[config.mk]
export PLATFORM = sky130hd
export DESIGN_NAME = paralelo_serial_flat
export DESIGN_NICKNAME = d
export VERILOG_FILES = /design/src/rtl/serial_link_pkg.sv /design/src/rtl/paralelo_serial_if.sv /design/src/rtl/piso_shift8.sv /design/src/rtl/paralelo_serial.sv /design/src/flat_wrapper.sv
export SDC_FILE = /design/constraint.sdc
export NUM_CORES = 1
export LEC_CHECK = 0
export BUFFER_PORTS_ARGS = -buffer_cell sky130_fd_sc_hd__buf_2
export CAP_MARGIN = 20
export CORE_ASPECT_RATIO = 1.1
export CORE_MARGIN = 10
export CORE_UTILIZATION = 30
export DETAILED_ROUTE_END_ITERATION = 10
export GPL_ROUTABILITY_DRIVEN = 0
export PLACE_DENSITY_LB_ADDON = 0.1
export SLEW_MARGIN = 20
export SYNTH_ARGS = -nofsm -noshare
export SYNTH_HDL_FRONTEND = slang
export SYNTH_SLANG_ARGS = --single-unit
[constraint.sdc]
create_clock -name clk_32f -period 1.5 [get_ports clk_32f]
set_input_delay 0 -clock clk_32f [delete_from_list [all_inputs] [get_ports clk_32f]]
set_output_delay 0 -clock clk_32f [all_outputs]
set_load 0.02 [all_outputs]
[src/rtl/serial_link_pkg.sv]
// serial_link_pkg: constants and state type shared by the serializer and deserializer
package serial_link_pkg;
    localparam logic [7:0] COMMA_BYTE = 8'hBC;
    localparam int SYNC_COMMAS = 4;
    localparam int BITS_PER_BYTE = 8;
    typedef enum logic {SYNC, RUN} tx_state_t;
endpackage

[src/rtl/paralelo_serial_if.sv]
// paralelo_serial_if: byte handshake in, serial stream and status out
// data_count exists only when PS_TX_CNT_EN is defined
interface paralelo_serial_if #(parameter int CNT_W = 16);
    logic [7:0] data_in;
    logic valid_in;
    logic ready_out;
    logic data_out;
    logic active;
`ifdef PS_TX_CNT_EN
    logic [CNT_W-1:0] data_count;
    modport master (output data_in, valid_in, input ready_out, data_out, active, data_count);
    modport slave (input data_in, valid_in, output ready_out, data_out, active, data_count);
`else
    modport master (output data_in, valid_in, input ready_out, data_out, active);
    modport slave (input data_in, valid_in, output ready_out, data_out, active);
`endif
endinterface

[src/rtl/piso_shift8.sv]
// piso_shift8: 8-bit load/shift register, MSB first, with a free-running 0..7 bit counter
module piso_shift8
    import serial_link_pkg::*;
(
    input  logic clk_32f,
    input  logic reset,
    input  logic [BITS_PER_BYTE-1:0] load_byte,
    output logic serial,
    output logic load
);
    localparam int BW = $clog2(BITS_PER_BYTE);
    logic [BITS_PER_BYTE-1:0] sreg;
    logic [BW-1:0] bit_cnt;
    always_ff @(posedge clk_32f)
        if (!reset) begin
            sreg <= '0;
            bit_cnt <= BW'(BITS_PER_BYTE - 1);
        end else if (load) begin
            sreg <= load_byte;
            bit_cnt <= '0;
        end else begin
            sreg <= sreg << 1;
            bit_cnt <= bit_cnt + 1'b1;
        end
    assign serial = sreg[BITS_PER_BYTE-1];
    assign load = bit_cnt == BW'(BITS_PER_BYTE - 1);
endmodule

[src/rtl/paralelo_serial.sv]
// paralelo_serial: comma-sync preamble, then one data or idle byte per 8-cycle slot
// PS_TX_CNT_EN adds a saturating data_count of transmitted data bytes
module paralelo_serial
    import serial_link_pkg::*;
#(
    parameter logic [7:0] COMMA = COMMA_BYTE,
    parameter int COMMA_COUNT = SYNC_COMMAS,
    parameter int CNT_W = 16
) (
    input logic clk_32f,
    input logic reset,
    paralelo_serial_if.slave bus
);
    localparam int SW = $clog2(COMMA_COUNT) + 1;
    tx_state_t state, state_n;
    logic [SW-1:0] sync_cnt, sync_n;
    logic [7:0] next_byte;
    logic load;
    piso_shift8 u_shift (
        .clk_32f(clk_32f),
        .reset(reset),
        .load_byte(next_byte),
        .serial(bus.data_out),
        .load(load)
    );
    always_ff @(posedge clk_32f)
        if (!reset) begin
            state <= SYNC;
            sync_cnt <= '0;
        end else begin
            state <= state_n;
            sync_cnt <= sync_n;
        end
    always_comb begin
        state_n = state;
        sync_n = sync_cnt;
        next_byte = COMMA;
        if (load && state == SYNC) begin
            sync_n = sync_cnt + 1'b1;
            state_n = sync_cnt == SW'(COMMA_COUNT - 1) ? RUN : SYNC;
        end else if (load && bus.valid_in)
            next_byte = bus.data_in;
    end
    // Both terms are flops, so ready_out has no path from the inputs
    assign bus.ready_out = state == RUN && load;
    assign bus.active = state == RUN;
`ifdef PS_TX_CNT_EN
    logic [CNT_W-1:0] data_count;
    always_ff @(posedge clk_32f)
        if (!reset)
            data_count <= '0;
        else if (bus.valid_in && bus.ready_out && !(&data_count))
            data_count <= data_count + 1'b1;
    assign bus.data_count = data_count;
`endif
endmodule

[src/flat_wrapper.sv]
// flat-port wrapper written by rule: the top's interface ports become plain ports
module paralelo_serial_flat import serial_link_pkg::*;
#(
    parameter logic [7:0] COMMA = COMMA_BYTE,
    parameter int COMMA_COUNT = SYNC_COMMAS,
    parameter int CNT_W = 16
)
  (clk_32f, reset, bus_data_in, bus_valid_in, bus_ready_out, bus_data_out, bus_active);
  paralelo_serial_if #(.CNT_W(CNT_W)) bus_i ();
  input logic clk_32f;
  input logic reset;
  input wire logic [$bits(bus_i.data_in)-1:0] bus_data_in;
  input wire logic [$bits(bus_i.valid_in)-1:0] bus_valid_in;
  output wire logic [$bits(bus_i.ready_out)-1:0] bus_ready_out;
  output wire logic [$bits(bus_i.data_out)-1:0] bus_data_out;
  output wire logic [$bits(bus_i.active)-1:0] bus_active;
  assign bus_i.data_in = bus_data_in;
  assign bus_i.valid_in = bus_valid_in;
  assign bus_ready_out = bus_i.ready_out;
  assign bus_data_out = bus_i.data_out;
  assign bus_active = bus_i.active;
  paralelo_serial #(.COMMA(COMMA), .COMMA_COUNT(COMMA_COUNT), .CNT_W(CNT_W)) u_core (.clk_32f(clk_32f), .reset(reset), .bus(bus_i));
endmodule
==> flow_summary.toml <==
[status]
result_of_the_run = "finished, final reports clean"

[sta]
timing.final.setup_violations = 0
slew_of_the_pin_with_the_lowest_slew_margin_ns = 0.275
min_period_over_period_pct = 91.7
minimum_period_implied_by_the_final_worst_setup_slack_ns = 1.38
timing.slew.headroom_pct = 81.6
grt_setup_unrepaired = "false"
final-max-slew-violation-count = 0
finClkSkew_ns = 0.00347
fmaxAchievable_mhz = 727
finalSetupTns_ns = 0
hold_violations = 0
fin_ws_ns = 0.124

[clock_tree]
cts.htree.levels = 1
clk-insertion-delay-late_ns = 0.28
tritoncts = "yes"
cts_buffer_depth = 2
numCtsBuffers = 3
cts.clk_slew.worst_paths_ns = 0.09
clock_sinks = 15
cts_root_buf = "sky130_fd_sc_hd__clkbuf_4"

[power_and_ir_drop]
switchingPower_w = 0.000261
power_w = 0.000953
pwr-share-comb_pct = 24.4
sw_frac_of_total_pct = 27.4
power.density_mw_per_mm2 = 1250
clock_power_share_pct = 24.0
leakage_component_of_the_power_nw = 0.341
p_int_w = 0.000692
power.ir.vdd_worst_uv = 603
seq_power_share_pct = 51.6

[routing]
drt_wirelength_um = 1120
first_pass_iters = 3
detail_route.iter0.violations = 7
post_drt_via_cell_ratio = 4.24
detail-route-antenna-nets = 0
detailroute.via_count = 462
post-route-drc-count = 0
wl_per_cell_um = 10.3

[placed_design]
buffer_ports.inserted = 13
post_place_setup_slack_ns = 0.164
placedInstanceArea_sq_um = 672

[setup_path]
slowest_stage = "sky130_fd_sc_hd__dfxtp_1"
timing.critical_path.from = "u_core.u_shift.bit_cnt[0]"
worstPathBufferInverterCount = 1
path_delay_family = "adder cells"
ff2ff_setup_slack_ns = 0.15
timing.reg2reg.worst_path_depth = 5
critPathCaptureType = "primary output"
critPathRequiredTime_ns = 1.50
crit-reg2reg-capture = "u_core.sync_cnt[0]"
cp_cell_sequence = "ha_1 > ha_4 > and2_1 > buf_2"
crit-reg2reg-launch = "u_core.u_shift.bit_cnt[0]"
worst_setup_path_endpoint = "bus_ready_out"
crit_type = "flip-flop to primary output"
critical_path_depth = 4
cp.arrival_ns = 1.38
crit_fanout = 19
max_stage_delay_ns = 0.32
crit_path_start_kind = "flip-flop"

[layout]
area_growth_syn_to_layout_pct = 30.1
layout_common_cells = "sky130_fd_sc_hd__dfxtp_1 (15), sky130_fd_sc_hd__buf_2 (13)"
final_common_cell = "sky130_fd_sc_hd__dfxtp_1"
stdcell_area_sq_um = 763
antennaDiodeCount = 0
layout.core_utilization_pct = 41.9
fillerInstances = 182
finalNetCount = 98
drive_gt1_share_pct = 22.0

[synth]
syn_nets = 77
netlist_instances = 62
synthesis.yosys.warnings = 0
synthDominantCellAreaShare_pct = 51.2
synthTopCellsByArea = "sky130_fd_sc_hd__dfxtp_1 (51%), sky130_fd_sc_hd__ha_1 (8.5%), sky130_fd_sc_hd__a21oi_1 (5.1%), sky130_fd_sc_hd__o21ai_0 (5.1%), sky130_fd_sc_hd__and2_1 (4.3%)"
syn_avg_cell_area_sq_um = 9.46
syn_area_sq_um = 587
ys_seq_area_share_pct = 51.2
synth_cell_types = 18
synth_area_leader_cell = "sky130_fd_sc_hd__dfxtp_1"
ffs_latches_synth = 15

[die]
die_y_um = 66.4
design.portCount = 14
row_cnt = 16
initial_core_util_pct = 32.2
floorplan.die_area_sq_mm = 0.00413
core_area_sq_mm = 0.00182
fp.dieW_um = 62.2

[global_route]
antenna_found_initial = 0
groute.usage.overall_pct = 5.79
grt_first_pass_wirelength_um = 1950
grt_pass1_vias = 478
pin_count_of_the_biggest_net_entering_global_routing = 20
global_route.overflow_total = 0

[job]
timing.max_cap.violations = 0

[worst_hold_path]
worst_hold_check_path_type = "primary input to flip-flop"
[worst min path at each step]
stage	start	end	slack, ns	cells after the start
after global routing	reset	u_core.u_shift.bit_cnt[2]	0.01	2
after global placement	bus_data_in[3]	u_core.u_shift.sreg[3]	0.27	3
final	reset	u_core.u_shift.bit_cnt[2]	0.007	2
after floorplan	reset	u_core.u_shift.bit_cnt[1]	0.07	1
after detailed placement	bus_data_in[0]	u_core.u_shift.sreg[0]	0.26	3
after CTS	reset	u_core.u_shift.bit_cnt[2]	0.009	2
[metal layers]
layer  global-route usage (%)  routed length [um]  share of wire [%]
met4                     4.29                  34                3.0
met5                        0                   0                  0
met1                     6.28                 551                 49
met2                     8.97                 476                 42
met3                     2.37                  61                5.4
[metrics by stage]
| step | cells | hold WS (ns) |
|---|---|---|
| after floorplan | 62 | 0.0730 |
| after global placement | 100 | 0.266 |
| after detailed placement | 100 | 0.263 |
| after CTS | 109 | 0.00865 |
| after global routing | 109 | 0.0112 |
| final | 109 | 0.00654 |
[worst register-to-register path: stages (launching register included)]
cell and delay (ns):
sky130_fd_sc_hd__dfxtp_1 0.32, sky130_fd_sc_hd__ha_1 0.23, sky130_fd_sc_hd__ha_4 0.23, sky130_fd_sc_hd__and2b_4 0.20
sky130_fd_sc_hd__xor2_1 0.13, sky130_fd_sc_hd__and2_1 0.15
[power groups by stage]
stage | Sequential [W] | Combinational (W) | Clock [W]
finish | 0.000492 | 0.000233 | 0.000229
floorplan | 0.000500 | 0.000168 | 0
global route | 0.000498 | 0.000269 | 0.000261
CTS | 0.000488 | 0.000219 | 0.000240
detailed placement | 0.000498 | 0.000211 | 0
global placement | 0.000498 | 0.000212 | 0
[logic make-up (layout without fill, tap and decap cells)]
family                   Yosys count  after routing  synth area share, %
flip-flops                        15             15                 51.2
adder cells (fa/ha/maj)            4              4                 8.53
buffers and inverters              6             26                 5.54
multiplexers                       1              1                 1.71
AND/OR/NAND/NOR                   20             20                 17.5
XOR/XNOR                           1              1                 1.49
AO/OA/AOI/OAI                     15             15                 14.1
[Yosys cell counts]
library cell and number:
sky130_fd_sc_hd__and2_1 4, sky130_fd_sc_hd__nand2_1 4, sky130_fd_sc_hd__nand2b_1 2, sky130_fd_sc_hd__and2b_4 1, sky130_fd_sc_hd__nor2_1 6, sky130_fd_sc_hd__inv_1 3
sky130_fd_sc_hd__o211a_1 1, sky130_fd_sc_hd__ha_1 4, sky130_fd_sc_hd__dfxtp_1 15, sky130_fd_sc_hd__buf_2 2, sky130_fd_sc_hd__o22ai_1 2, sky130_fd_sc_hd__o21ai_0 6
sky130_fd_sc_hd__mux2i_1 1, sky130_fd_sc_hd__nor2b_1 2, sky130_fd_sc_hd__nand3_1 1, sky130_fd_sc_hd__a21oi_1 6, sky130_fd_sc_hd__buf_6 1, sky130_fd_sc_hd__xor2_1 1
[flip-flops by register name (all words and copies together) (netlist names)]
register                count
u_core.u_shift.sreg         8
u_core.bus.active           1
u_core.sync_cnt             3
u_core.u_shift.bit_cnt      3
[repair_timing]
item | in CTS | in global routing
pin swaps | 0 | 0
setup buffers | 0 | 0
hold buffers | 6 | 0
setup endpoints to repair | 1 | 1
gates resized for setup | 1 | 1
hold endpoints to repair | 6 | 0
[layout make-up]
cell class	instances	area, sq um	share of cell area, %
Sequential cell	15	300	39.3
Inverter	3	11.3	1.48
Clock buffer	4	26.3	3.44
Tap cell	27	33.8	4.43
Timing Repair Buffer	19	125	16.4
Multi-Input combinational cell	41	267	34.9
Power figures use the tool's default switching activity.
